## src/rtl/conv_pkg.sv

```systemverilog
// Shared convolver constants and the flat window index rule used by the window
// generator, the datapath and its weight loader.
package conv_pkg;

  localparam int DATA_WIDTH  = 16;
  localparam int FRAC_BIT    = 8;
  localparam int KERNEL_SIZE = 5;

  // Element (r, c) of a K x K window lives at flat index r*K + c.
  function automatic int win_index(input int r, input int c, input int k);
    return r * k + c;
  endfunction

endpackage

```

## src/rtl/conv_line_buffer.sv

```systemverilog
// One image row of storage, single port, read-before-write at the same address.
// Contents are deliberately not reset; the window generator never flags stale data.
module conv_line_buffer
  import conv_pkg::*;
#(
  parameter int DATA_WIDTH = conv_pkg::DATA_WIDTH,
  parameter int DEPTH      = 28,
  parameter int ADDR_W     = 5
) (
  input  logic                  clk,
  input  logic                  i_wr_en,
  input  logic [ADDR_W-1:0]     i_addr,
  input  logic [DATA_WIDTH-1:0] i_data,
  output logic [DATA_WIDTH-1:0] o_data
);

  logic [DATA_WIDTH-1:0] r_mem [DEPTH];

  always_ff @(posedge clk) begin
    if (i_wr_en) begin
      r_mem[i_addr] <= i_data;
    end
  end

  // Asynchronous read returns the value from the previous row before this write lands.
  assign o_data = r_mem[i_addr];

endmodule

```

## src/rtl/conv_window_generator.sv

```systemverilog
// Raster-order pixel stream in, every complete K x K window out, using K-1 chained
// line buffers and a shifting K x K register array.
module conv_window_generator
  import conv_pkg::*;
#(
  parameter int DATA_WIDTH  = conv_pkg::DATA_WIDTH,
  parameter int KERNEL_SIZE = conv_pkg::KERNEL_SIZE,
  parameter int IMG_WIDTH   = 28,
  parameter int IMG_HEIGHT  = 28
) (
  input  logic                                          clk,
  input  logic                                          reset,
  input  logic [DATA_WIDTH-1:0]                         pixel_in,
  input  logic                                          pixel_valid,
  output logic                                          pixel_ready,
  output logic [KERNEL_SIZE*KERNEL_SIZE*DATA_WIDTH-1:0] pixel_window,
  output logic                                          window_valid,
  input  logic                                          window_ready,
  output logic                                          frame_done
);

  localparam int COL_W = (IMG_WIDTH  > 1) ? $clog2(IMG_WIDTH)  : 1;
  localparam int ROW_W = (IMG_HEIGHT > 1) ? $clog2(IMG_HEIGHT) : 1;
  localparam int LB_N  = KERNEL_SIZE - 1;

  logic [COL_W-1:0]      r_col;
  logic [ROW_W-1:0]      r_row;
  logic                  r_window_valid;
  logic                  r_frame_done;
  logic [DATA_WIDTH-1:0] r_win [KERNEL_SIZE][KERNEL_SIZE];

  logic                  w_accept;
  logic                  w_col_last;
  logic                  w_row_last;
  logic                  w_win_pos;
  logic [DATA_WIDTH-1:0] w_lb_out  [LB_N];
  logic [DATA_WIDTH-1:0] w_new_col [KERNEL_SIZE];

  assign pixel_ready  = ~r_window_valid | window_ready;
  assign w_accept     = pixel_valid & pixel_ready;
  assign w_col_last   = (r_col == COL_W'(IMG_WIDTH - 1));
  assign w_row_last   = (r_row == ROW_W'(IMG_HEIGHT - 1));
  assign w_win_pos    = (r_row >= ROW_W'(KERNEL_SIZE - 1)) &&
                        (r_col >= COL_W'(KERNEL_SIZE - 1));
  assign window_valid = r_window_valid;
  assign frame_done   = r_frame_done;

  // Buffer 0 holds the previous row; each later buffer holds the row before that.
  for (genvar j = 0; j < LB_N; j++) begin : g_lb
    logic [DATA_WIDTH-1:0] w_lb_in;
    if (j == 0) begin : g_head
      assign w_lb_in = pixel_in;
    end else begin : g_tail
      assign w_lb_in = w_lb_out[j-1];
    end
    conv_line_buffer #(
      .DATA_WIDTH(DATA_WIDTH),
      .DEPTH     (IMG_WIDTH),
      .ADDR_W    (COL_W)
    ) u_lb (
      .clk    (clk),
      .i_wr_en(w_accept),
      .i_addr (r_col),
      .i_data (w_lb_in),
      .o_data (w_lb_out[j])
    );
  end

  always_comb begin
    for (int r = 0; r < KERNEL_SIZE - 1; r++) begin
      w_new_col[r] = w_lb_out[KERNEL_SIZE-2-r];
    end
    w_new_col[KERNEL_SIZE-1] = pixel_in;
  end

  always_ff @(posedge clk or negedge reset) begin
    if (!reset) begin
      for (int r = 0; r < KERNEL_SIZE; r++) begin
        for (int c = 0; c < KERNEL_SIZE; c++) begin
          r_win[r][c] <= '0;
        end
      end
    end else if (w_accept) begin
      for (int r = 0; r < KERNEL_SIZE; r++) begin
        for (int c = 0; c < KERNEL_SIZE - 1; c++) begin
          r_win[r][c] <= r_win[r][c+1];
        end
        r_win[r][KERNEL_SIZE-1] <= w_new_col[r];
      end
    end
  end

  // A pending window blocks accepts, so it can only be replaced or retired together.
  always_ff @(posedge clk or negedge reset) begin
    if (!reset) begin
      r_col          <= '0;
      r_row          <= '0;
      r_window_valid <= 1'b0;
      r_frame_done   <= 1'b0;
    end else begin
      r_frame_done <= w_accept && w_col_last && w_row_last;
      if (w_accept) begin
        r_window_valid <= w_win_pos;
        if (w_col_last) begin
          r_col <= '0;
          r_row <= w_row_last ? '0 : r_row + 1'b1;
        end else begin
          r_col <= r_col + 1'b1;
        end
      end else if (window_ready) begin
        r_window_valid <= 1'b0;
      end
    end
  end

  always_comb begin
    pixel_window = '0;
    for (int r = 0; r < KERNEL_SIZE; r++) begin
      for (int c = 0; c < KERNEL_SIZE; c++) begin
        pixel_window[win_index(r, c, KERNEL_SIZE)*DATA_WIDTH +: DATA_WIDTH] = r_win[r][c];
      end
    end
  end

endmodule

```

## config.mk

```make
export PLATFORM = sky130hd
export DESIGN_NAME = conv_window_generator
export DESIGN_NICKNAME = d
export VERILOG_FILES = /design/src/rtl/conv_pkg.sv /design/src/rtl/conv_line_buffer.sv /design/src/rtl/conv_window_generator.sv
export SDC_FILE = /design/constraint.sdc
export NUM_CORES = 2
export LEC_CHECK = 0
export CAP_MARGIN = 20
export CORE_ASPECT_RATIO = 1.2
export CORE_UTILIZATION = 30
export CTS_CLUSTER_DIAMETER = 80
export CTS_CLUSTER_SIZE = 25
export DETAILED_ROUTE_END_ITERATION = 10
export PLACE_DENSITY_LB_ADDON = 0.15
export SYNTH_ARGS = -nofsm -noshare
export SYNTH_HDL_FRONTEND = slang
export SYNTH_HIERARCHICAL = 1
export SYNTH_SLANG_ARGS = --single-unit
```

## constraint.sdc

```tcl
create_clock -name clk -period 4.3 [get_ports clk]
set_clock_uncertainty 0.05 [all_clocks]
set_input_delay 0.86 -clock clk [delete_from_list [all_inputs] [get_ports clk]]
set_output_delay 0.86 -clock clk [all_outputs]
set_load 0.01 [all_outputs]
```

==> metrics.txt <==
# TYPE chip_impl_metric gauge
chip_impl_info{name="failing_checks",value="design-rule violations"} 1
chip_impl_metric{name="fin_tns_setup",unit="ns"} 0
chip_impl_metric{name="internal_power",unit="mW"} 49.86
chip_impl_metric{name="synth_area",unit="sq um"} 86390
chip_impl_info{name="worst_setup_path_endpoint",value="g_lb[1].u_lb/r_mem[17][10]"} 1
chip_impl_metric{name="globalRouteOverflowTotal",unit=""} 0
chip_impl_info{name="cts_root_buffer",value="clkbuf_16"} 1
chip_impl_info{name="crit-reg2reg-launch",value="r_col[1]"} 1
chip_impl_metric{name="required",unit="ns"} 4.86
chip_impl_metric{name="final.period_utilization",unit=""} 0.8551
chip_impl_metric{name="critPathBufInv",unit=""} 2
chip_impl_info{name="worst_hold_path_class",value="in2async"} 1
chip_impl_info{name="crit_family",value="compound AO/OA/AOI/OAI gates"} 1
chip_impl_metric{name="regArea",unit="sq um"} 64140
chip_impl_metric{name="synth.net_count",unit=""} 4423
chip_impl_metric{name="clk_pin_slew",unit="ns"} 0.10
chip_impl_metric{name="final.min_clock_period",unit="ns"} 3.677
chip_impl_info{name="synth_largest_area_cell",value="edfxtp_1"} 1
chip_impl_metric{name="slew_headroom",unit=""} 0.3623
chip_impl_metric{name="power_consumption",unit="mW"} 78.43
chip_impl_metric{name="post_synth.cell_area_avg",unit="sq um"} 19.64
chip_impl_metric{name="post-dp-hpwl",unit="um"} 159300
chip_impl_metric{name="postcts_setup_bufs",unit=""} 0
chip_impl_metric{name="number_of_flops_mapped_to_enable_cells_by_yosys",unit=""} 1792
chip_impl_metric{name="die_h",unit="um"} 589.8
chip_impl_metric{name="number_of_buffers_created_by_cts",unit=""} 118
chip_impl_metric{name="route.final.wire_length",unit="um"} 241400
chip_impl_metric{name="power-per-cell-area",unit="nW/um^2"} 775.3
chip_impl_metric{name="dpl.cell_count",unit=""} 8703
chip_impl_info{name="cpMaxStageDelayCell",value="dfrtp_4"} 1
chip_impl_info{name="tritoncts",value="built"} 1
chip_impl_metric{name="io_pins",unit=""} 423
chip_impl_metric{name="power.clock.fraction",unit=""} 0.171
chip_impl_info{name="launch_point_of_the_critical_path",value="r_col[1]"} 1
chip_impl_metric{name="clock_tree.buffer_depth",unit=""} 3
chip_impl_metric{name="total_switching_power",unit="mW"} 28.58
chip_impl_metric{name="synthCells",unit=""} 4399
chip_impl_metric{name="synth_async_sr_flop_share",unit=""} 0.1869
chip_impl_metric{name="floorplan.die_area",unit="sq um"} 290100
chip_impl_metric{name="num-nets-final",unit=""} 5050
chip_impl_metric{name="setup_violations",unit=""} 0
chip_impl_metric{name="yosys.cell_types.count",unit=""} 50
chip_impl_metric{name="grt_pass1_wl",unit="um"} 342500
chip_impl_metric{name="area_delta_synth_final",unit="%"} 17.11
chip_impl_metric{name="numPortBuffers",unit=""} 422
chip_impl_metric{name="wl_per_cell",unit="um"} 27.05
chip_impl_metric{name="cp_num_cells",unit=""} 6
chip_impl_metric{name="share_of_cells_above_drive_strength_1",unit=""} 0.2401
chip_impl_metric{name="timing_max_transition_violations_final",unit=""} 0
chip_impl_info{name="synth.area.top_cells",value="edfxtp_1 62%, dfrtp_1 12%, mux2i_1 6.4%, mux2_4 5.2%, mux4_2 4.3%"} 1
chip_impl_metric{name="die_w",unit="um"} 491.9
chip_impl_metric{name="grt_antenna_before_repair",unit=""} 11
chip_impl_info{name="crit_path_cell_trace",value="buf_12 > mux2i_1 > o22ai_1 > nor4_1 > a22oi_2 > buf_12"} 1
chip_impl_metric{name="globalRouteTotalUtil",unit=""} 0.1631
chip_impl_metric{name="pin_count_of_the_biggest_net_entering_global_routing",unit=""} 108
chip_impl_metric{name="cts.htree.levels",unit=""} 3
chip_impl_info{name="crit_path_start_kind",value="flip-flop"} 1
chip_impl_metric{name="layout_setup_ws",unit="ns"} 0.6232
chip_impl_metric{name="synthDominantCellAreaShare",unit=""} 0.6229
chip_impl_metric{name="postCtsResizedCells",unit=""} 0
chip_impl_metric{name="remaining_drc_errors",unit=""} 44
chip_impl_metric{name="irDropWorstVdd",unit="mV"} 0.5141
chip_impl_metric{name="dr.first_iter.drc_count",unit=""} 2807
chip_impl_info{name="critical-path-top-cell-by-count",value="buf_12"} 1
chip_impl_info{name="run_status",value="finished, violations left"} 1
chip_impl_metric{name="critical_path_peak_fanout",unit=""} 70
chip_impl_metric{name="critPathMaxStageDelay",unit="ns"} 0.96
chip_impl_metric{name="drv.max_cap_violation_count",unit=""} 0
chip_impl_metric{name="grt_pass1_vias",unit=""} 44010
chip_impl_metric{name="initial_core_util",unit=""} 0.3018
chip_impl_info{name="crit_type",value="reg2reg"} 1
chip_impl_metric{name="number_of_cells_on_the_worst_reg_to_reg_path",unit=""} 6
chip_impl_metric{name="power.share.combinational",unit=""} 0.400
chip_impl_metric{name="core_area",unit="sq um"} 286200
chip_impl_metric{name="row_count",unit=""} 215
chip_impl_metric{name="drt-pass1-iter-count",unit=""} 8
chip_impl_metric{name="ys.warnings.count",unit=""} 6
chip_impl_metric{name="num_vias",unit=""} 42810
chip_impl_metric{name="cts_hold_buffers",unit=""} 0
chip_impl_metric{name="footprint_of_the_multi_input_gates",unit="sq um"} 20740
chip_impl_metric{name="r2r_setup_slack",unit="ns"} 0.62
chip_impl_metric{name="synth_seq_area_share",unit=""} 0.7423
chip_impl_metric{name="tightestPinTransition",unit="ns"} 0.9566
chip_impl_metric{name="ys_seq_elements",unit=""} 2204
chip_impl_info{name="worst_setup_path_end_kind",value="flip-flop"} 1
chip_impl_metric{name="detail-route-antenna-nets",unit=""} 0
chip_impl_info{name="grt_setup_unrepaired",value="no"} 1
chip_impl_info{name="regToRegEndpoint",value="g_lb[1].u_lb/r_mem[17][10]"} 1
chip_impl_metric{name="place.gp.congestion",unit=""} 0.7927
chip_impl_metric{name="seq_power_share",unit=""} 0.429
chip_impl_metric{name="finish.utilization",unit=""} 0.3535
chip_impl_metric{name="critical_path_arrival",unit="ns"} 4.23
chip_impl_metric{name="viasPerCell",unit=""} 4.799
chip_impl_metric{name="max_freq",unit="MHz"} 272.0
chip_impl_metric{name="power.switching_fraction",unit=""} 0.3643
chip_impl_metric{name="hold_viol_final",unit=""} 0
chip_impl_metric{name="preCtsSetupSlack",unit="ns"} 0.3527
chip_impl_metric{name="fillerInstances",unit=""} 26880
chip_impl_metric{name="final-instance-count-excl-fill",unit=""} 8922
chip_impl_metric{name="tritoncts_num_sinks",unit=""} 2204
chip_impl_info{name="synth-main-ff-cell",value="edfxtp_1"} 1
chip_impl_metric{name="insertion_delay",unit="ns"} 0.82
chip_impl_metric{name="leakagePower",unit="nW"} 34.87
-- layer usage --
metal | part of all wire | routed length [um] | global-route usage | vias to the layer above
li1 | - | - | - | 18950
met1 | 0.42 | 102100 | 0.2085 | 22980
met2 | 0.53 | 127400 | 0.2964 | 708
met3 | 0.031 | 7501 | 0.01767 | 179
met4 | 0.018 | 4376 | 0.03294 | 0
met5 | 0 | 0 | 0 | -
-- cell usage after synthesis, drive strengths merged (5+ instances only) --
library cell / instances
mux2i: 555
nand2: 31
inv: 10
mux2: 408
a21oi: 5
nor3: 17
dfrtp: 412
clkbuf: 37
or3b: 12
or3: 12
nor4: 104
nand3b: 25
o211ai: 5
nor2b: 14
a22o: 8
nand3: 22
mux4: 176
buf: 218
nor2: 102
a22oi: 108
edfxtp: 1792
nand2b: 11
o22ai: 277
nand4: 7
-- logic make-up (layout without fill, tap and decap cells) --
kind of cell / Yosys count / in the layout / share of synthesized area
flops: 2204 / 2204 / 0.7423
mux: 1139 / 1139 / 0.1769
compound gates: 416 / 416 / 0.03496
simple gates: 371 / 371 / 0.02430
buf+inv: 265 / 988 / 0.02094
fa+ha+maj: 4 / 4 / 0.0005794
other cells: 0 / 3 / 0
-- cell type report --
| class | instances | area share |
|---|---|---|
| multi-input cells | 1930 | 0.2050 |
| well taps | 3797 | 0.04696 |
| inverters | 10 | 0.0004452 |
| diodes | 3 | 0.00007421 |
| flip-flops and latches | 2204 | 0.6340 |
| clock buffers | 143 | 0.03115 |
| repair buffers | 762 | 0.07339 |
| clock inverters | 73 | 0.008967 |
-- worst reg2reg max path, cell delays in order, from the launching register on --
cell	delay [ns]
dfrtp_4	0.96
buf_12	0.57
mux2i_1	0.33
o22ai_1	0.46
nor4_1	0.12
a22oi_2	0.68
buf_12	0.27
-- flip-flops by register name (all words and copies together), names as in the netlist --
name / flops
window_valid: 1
pixel_window: 400
frame_done: 1
r_row: 5
g_lb.u_lb/r_mem: 1792
r_col: 5
-- stage by stage --
step | hold WS [ns] | area, sq um
6_report | 0.08006 | 101200
5_1_grt | 0.1030 | 101200
4_1_cts | 0.07009 | 101200
3_5_place_dp | 0.4445 | 97100
3_3_place_gp | 0.4415 | 97100
2_1_floorplan | 0.4865 | 86390
-- power groups by stage --
stage	combinational (mW)	clock, mW	sequential [mW]
after floorplan	14.8	0	34.0
after global placement	32.0	0	34.2
after detailed placement	32.3	0	34.2
after CTS	32.3	13.9	33.8
after global routing	33.2	14.5	34.1
final	31.4	13.4	33.6
-- how the worst min path moves through the flow --
stage                                  from                end  slack (ns)  depth (start not counted)
final                                 reset   pixel_window[85]        0.08                          1
after global routing                  reset   pixel_window[85]        0.10                          1
after CTS                             reset   pixel_window[85]        0.07                          1
after detailed placement  pixel_window[175]  pixel_window[175]        0.44                          1
after global placement      pixel_window[9]    pixel_window[9]        0.44                          1
after floorplan                    r_row[1]           r_row[1]        0.49                          2
-- cell usage in the layout (no fill, tap or decap), types with 16 or more instances in the layout --
cell type / synthesis / routed
edfxtp_1: 1792 / 1792
mux2i_1: 555 / 555
clkdlybuf4s50_1: 0 / 412
dfrtp_1: 412 / 407
mux2_4: 300 / 300
buf_4: 30 / 285
o22ai_1: 237 / 237
mux4_2: 164 / 164
clkbuf_16: 0 / 122
mux2_2: 108 / 108
nor4_1: 104 / 104
nor2_1: 102 / 98
a22oi_1: 108 / 69
buf_12: 4 / 55
o22ai_2: 40 / 40
a22oi_2: 0 / 39
nand2_1: 30 / 30
nand3_1: 22 / 22
nand3b_1: 21 / 21
clkbuf_1: 37 / 19
nor3_2: 0 / 16
No activity file was read; power rests on OpenSTA's default activity.
